--- config.mk ---
export PLATFORM = sky130hd
export DESIGN_NAME = maxpool_relu_stream
export DESIGN_NICKNAME = d
export VERILOG_FILES = /design/src/rtl/maxpool_relu_stream.sv
export SDC_FILE = /design/constraint.sdc
export NUM_CORES = 1
export LEC_CHECK = 0
export CORE_MARGIN = 2
export CORE_UTILIZATION = 48
export DETAILED_ROUTE_END_ITERATION = 10
export MAX_ROUTING_LAYER = met4
export PLACE_DENSITY_LB_ADDON = 0.15
export SYNTH_ARGS = -nofsm -noshare
export SYNTH_HDL_FRONTEND = slang
export SYNTH_SLANG_ARGS = --single-unit
export TNS_END_PERCENT = 30
--- constraint.sdc ---
create_clock -name clk -period 5.1 [get_ports clk]
set_input_delay 1.53 -clock clk [delete_from_list [all_inputs] [get_ports clk]]
set_output_delay 1.53 -clock clk [all_outputs]
set_load 0.05 [all_outputs]
--- src/rtl/maxpool_relu_stream.sv ---
// Streaming ReLU followed by 2x2 max-pooling over raster-ordered half-precision pixels.
// One pooled pixel leaves per 2x2 window, one cycle after the window's last pixel is accepted.
module maxpool_relu_stream #(
  parameter int DATA_WIDTH = 16,
  parameter int H          = 28,
  parameter int W          = 28
) (
  input  logic                  clk,
  input  logic                  reset,
  input  logic                  in_valid,
  output logic                  in_ready,
  input  logic [DATA_WIDTH-1:0] in_data,
  output logic                  out_valid,
  input  logic                  out_ready,
  output logic [DATA_WIDTH-1:0] out_data,
  output logic                  frame_done
);

  localparam int CW  = $clog2(W);
  localparam int RW  = $clog2(H);
  localparam int LBW = (W > 2) ? $clog2(W / 2) : 1;
  localparam int LBD = 2 ** LBW;

  logic [CW-1:0]         r_col;
  logic [RW-1:0]         r_row;
  logic [DATA_WIDTH-1:0] r_pair;
  logic [DATA_WIDTH-1:0] r_out_data;
  logic                  r_out_valid;
  logic                  r_frame_done;
  logic                  r_last_pending;
  logic [DATA_WIDTH-1:0] r_linebuf [LBD];

  logic                  w_in_xfer;
  logic                  w_out_xfer;
  logic                  w_col_last;
  logic                  w_row_last;
  logic [LBW-1:0]        w_lb_idx;
  logic [DATA_WIDTH-1:0] w_relu;
  logic [DATA_WIDTH-1:0] w_lb_rd;
  logic [DATA_WIDTH-1:0] w_pair_max;
  logic [DATA_WIDTH-1:0] w_win_max;

  assign in_ready   = !r_out_valid || out_ready;
  assign w_in_xfer  = in_valid && in_ready;
  assign w_out_xfer = r_out_valid && out_ready;
  assign w_col_last = (r_col == CW'(W - 1));
  assign w_row_last = (r_row == RW'(H - 1));
  assign w_lb_idx   = LBW'(r_col >> 1);

  // Any pattern with the sign bit set, including -0 and negative NaN, clamps to +0.
  assign w_relu     = in_data[DATA_WIDTH-1] ? '0 : in_data;
  assign w_lb_rd    = r_linebuf[w_lb_idx];
  // Non-negative half-precision patterns order the same as unsigned integers.
  assign w_pair_max = (w_relu > r_pair) ? w_relu : r_pair;
  assign w_win_max  = (w_lb_rd > w_pair_max) ? w_lb_rd : w_pair_max;

  always_ff @(posedge clk or posedge reset) begin
    if (reset) begin
      r_col          <= '0;
      r_row          <= '0;
      r_pair         <= '0;
      r_out_data     <= '0;
      r_out_valid    <= 1'b0;
      r_frame_done   <= 1'b0;
      r_last_pending <= 1'b0;
    end else begin
      r_frame_done <= 1'b0;
      if (w_out_xfer) begin
        r_out_valid <= 1'b0;
        if (r_last_pending) begin
          r_frame_done   <= 1'b1;
          r_last_pending <= 1'b0;
        end
      end
      if (w_in_xfer) begin
        if (w_col_last) begin
          r_col <= '0;
          r_row <= w_row_last ? '0 : r_row + RW'(1);
        end else begin
          r_col <= r_col + CW'(1);
        end
        if (!r_col[0]) begin
          r_pair <= w_relu;
        end else if (r_row[0]) begin
          // A load on the same edge as a handoff wins, keeping full-rate streams unstalled.
          r_out_data     <= w_win_max;
          r_out_valid    <= 1'b1;
          r_last_pending <= w_col_last && w_row_last;
        end
      end
    end
  end

  // Line buffer needs no reset: every entry is rewritten on an even row before it is read.
  always_ff @(posedge clk) begin
    if (w_in_xfer && r_col[0] && !r_row[0]) begin
      r_linebuf[w_lb_idx] <= w_pair_max;
    end
  end

  assign out_valid  = r_out_valid;
  assign out_data   = r_out_data;
  assign frame_done = r_frame_done;

endmodule

==> results list <==
* Outcome: completed
- Counting every net in the synthesized netlist gives 736.
- CTS Sinks: 283
- First-pass GRT wire length: 39900 µm
- The die covers 0.0264 mm².
- Termination of the worst setup path: out_data[11]$_DFFE_PP0P_
- In this run the critical register-to-register path is captured at out_data[11]$_DFFE_PP0P_.
- A synthesized cell averages 17.6 µm².
* CP startpoint: in_data[13]
- Reg2reg path depth: 11
- Count of buffers from port buffering: 37
- Arrival time at the worst endpoint: 5.46 ns
* Required @ worst endpoint: 5.54 ns
* Final #Nets: 848
- In the post-route analysis, the smallest setup slack over all paths is 0.0841 ns.
- Once detail routing completed, the nets flagged for antenna violations numbered 0.
- Fraction of layout instances using a drive strength above 1: 30.3%
* Fraction of the mapped netlist area in compound gates: 4.01%
- Worst reg2reg path startpoint: r_col[1]$_DFFE_PP0P_
* TritonCTS clock tree: built
* Post-synthesis share of cell area spent on full adders, half adders and majority gates: 3.33%
- Number of diodes added for antenna fixing: 0
- Clock skew on the completed layout was measured at 0.00795 ns.
- After detailed routing, the number of remaining DRC violations is 0.
* Power density over the cells: 546 mW/mm²
* CP max FO: 7
- Startpoint of the worst hold path: out_data[4]$_DFFE_PP0P_
* All-Layer GR Usage: 20.9%
- In the synthesized netlist the dominant register cell turns out to be edfxtp_1.
- The number of global-route vias before repair came to 6655.
- The routed layout has 6526 vias.
* Share of synthesized registers carrying an async set or reset: 15.2%
- Cells after synthesis: 684
- For this design, the CTS-stage hold fixing added 0 buffers.
- Entering global routing, the biggest net connects 70 pins.
* P&R area growth vs syn: 21.0%
* Register area: 0.00829 mm²
- Number of levels in the clock H-tree: 1
* Post-route worst hold slack: 0.499 ns
- Width of the chip: 162 µm
- Count of flip-flops with a built-in enable after synthesis: 240
* Kind of end point of the critical path: flop
- Drt total wl: 26500 µm
- Counting the fill cells in the layout gives 1746.
- Peak supply drop: 302 µV
- Number of antenna violations at the first check in global routing: 0
- Max-cap violations in this run came to 0.
* Share of the synthesized netlist area taken by xor and xnor gates: 0.0728%
- In this run the count of I/O pins placed on the die edge is 39.
- Max-slew violation count: 0
- The total count of hold-check failures in the final report is 0.
- Sequential cell area fraction in the yosys report: 68.8%
* Row count: 57
* HPWL after DPL: 16200 µm
- Core utilization of the finished layout: 59.5%
- The cell sitting at the root of the clock tree is a clkbuf_16.
- Startpoint types: input port
- Area used by multi-input combinational logic: 0.00373 mm²
* Area of the mapped netlist: 0.0120 mm²
- The later pin in the worst-skew pair is clocked with a latency of 0.53 ns.
- After clock tree synthesis, the clock-pin slew on the worst setup and hold paths is 0.06 ns.
* Multiplexer area fraction after synthesis: 15.5%
- The total area inside the core boundary comes to 0.0245 mm².
- Routability Congestion: 0.906
- Achievable frequency: 199 MHz
- Total congestion overflow after global routing: 0
- Pre-CTS WS: -0.670 ns
* Final-report setup violation count: 0
* Worst-case clock buffer depth: 3
- The number of different library cells used by synthesis comes to 44.
* Starting density of the core: 49.2%
- In this run, synthesis produced a sequential element count of 283.
* CP Class: in2reg
* Headroom to the max-slew limit: 59.7%
* Post-synthesis share of cell area spent on and, or, nand and nor gates: 5.61%
- In the final routed layout, each cell accounts on average for 23.3 µm.
* Yosys warning count: 0
* DR pass1 iterations: 4
- Summing internal, switching and leakage power gives 7.95 mW.
- The min-delay analysis places its worst path in the category reg2reg.
* DRC marker count from the first detailed-route iteration: 586
- Cts bufs inserted: 28
- The floorplan step set the die height to 162 µm.
* Tmin final: 5.02 ns
- Via-to-Cell Ratio: 5.72
* Register-to-register setup slack: 0.91 ns
* Transition time of the tightest slew-check pin: 0.605 ns
- Of the available clock period, the critical path in the final layout requires 98.4%.
* Cell leakage power: 5.21 nW
- Main combinational cell family by area after synthesis: multiplexers
[registers in the layout (all words and copies together), names as in the netlist]
name            cells
r_row               5
frame_done          1
r_col               5
out_valid           1
out_data           15
r_pair             15
r_linebuf         240
r_last_pending      1
[layer usage]
layer	global-route usage, %	share of wire, %	vias up
met2	34.3	50	199
met3	3.08	5.2	38
li1	-	-	2913
met1	28.1	43	3376
met4	4.79	2.0	0
met5	-	0	-
[worst max-delay path, stage by stage]
cell and delay, ns:
clkdlybuf4s50_1 0.40, nor2b_1 0.15, ha_1 0.32, nand3_2 0.10, a2111o_1 0.44, a31oi_4 0.29, buf_12 0.18, mux2i_4 0.25
ha_4 0.23, nor2b_4 0.12, o211ai_1 0.22, a2111oi_2 0.10, or4b_1 0.55, a21o_1 0.25, buf_6 0.15, o211ai_1 0.17
[where the power goes]
| group | internal, mW | total [mW] | switching [mW] |
|---|---|---|---|
| clock | 1.29 | 2.12 | 0.835 |
| combinational | 1.27 | 2.77 | 1.50 |
| sequential | 2.90 | 3.05 | 0.157 |
| total | 5.45 | 7.95 | 2.49 |
[metrics by stage]
step                      cell area [µm²]  setup TNS (ns)  instances
final                               14600               0       1140
after global routing                14600          -0.112       1140
after CTS                           14200               0       1128
after detailed placement            13200           -9.25       1078
after global placement              13200           -7.33       1078
after floorplan                     12100         -0.0365        684
[cell usage in the layout (no fill, tap or decap), drive strengths merged, types with 2 or more instances in the layout]
cell type,count
nand2b,4
a21o,7
nand4,8
bufinv,5
mux4,74
ha,32
o211ai,16
nand3b,2
nor2,18
nand3,24
nor3,6
a211oi,2
edfxtp,240
clkinv,11
mux2,3
dlymetal6s2s,3
nand2,52
a21oi,12
nor4,2
and2,2
mux2i,16
clkdlybuf4s50,34
dfrtp,43
clkbuf,37
buf,77
nor2b,17
o21ai,22
inv,34
[timing repair]
| action | CTS | global route |
|---|---|---|
| setup endpoints to repair | 14 | 15 |
| buffers inserted | 0 | 10 |
| gates resized for setup | 11 | 36 |
| pin swaps | 1 | 18 |
| cloned | 0 | 2 |
[layout make-up]
cell class	count	area share (%)
clock buffer	35	5.14
inverter	35	0.902
timing repair buffer	116	7.27
clock inverter	15	1.37
tap	324	2.78
sequential	283	56.9
multi-input combinational	332	25.6
[cells by family after synthesis]
kind of cell / after synthesis
fa+ha+maj: 32
xor+xnor: 1
other cells: 1
compound gates: 66
buf+inv: 69
flops: 283
simple gates: 139
mux: 93
[synth_stat cells (2+ instances only)]
library cell | count | share of area [%]
dfrtp_1 | 43 | 8.9
nand3b_1 | 2 | 0.12
o211ai_1 | 6 | 0.37
nand2b_1 | 4 | 0.21
nand4_1 | 8 | 0.42
buf_2 | 10 | 0.42
nor2_1 | 18 | 0.56
nand2_1 | 52 | 1.6
and2_1 | 2 | 0.10
o211ai_2 | 10 | 1.0
nor4_1 | 2 | 0.10
o21ai_0 | 19 | 0.79
buf_6 | 6 | 0.56
edfxtp_1 | 240 | 60
mux4_2 | 74 | 14
a21o_1 | 7 | 0.44
mux2i_1 | 16 | 1.3
buf_1 | 2 | 0.062
o21ai_1 | 3 | 0.12
clkbuf_1 | 15 | 0.47
nor2b_1 | 17 | 0.88
ha_1 | 32 | 3.3
a21oi_1 | 12 | 0.50
nand3_1 | 22 | 0.91
mux2_2 | 2 | 0.19
a211oi_1 | 2 | 0.12
nor3_1 | 6 | 0.25
inv_1 | 35 | 1.1
nand3_2 | 2 | 0.17
[worst min-delay path by stage]
stage,to,slack (ns),cells past startpoint
final,out_data[4]$_DFFE_PP0P_,0.50,2
after global routing,out_data[4]$_DFFE_PP0P_,0.53,2
after CTS,out_data[4]$_DFFE_PP0P_,0.50,2
after detailed placement,out_data[4]$_DFFE_PP0P_,0.48,2
after global placement,r_row[1]$_DFFE_PP0P_,0.49,2
after floorplan,r_last_pending$_DFF_PP0_,0.46,2
(Power assumes the default switching activity.)
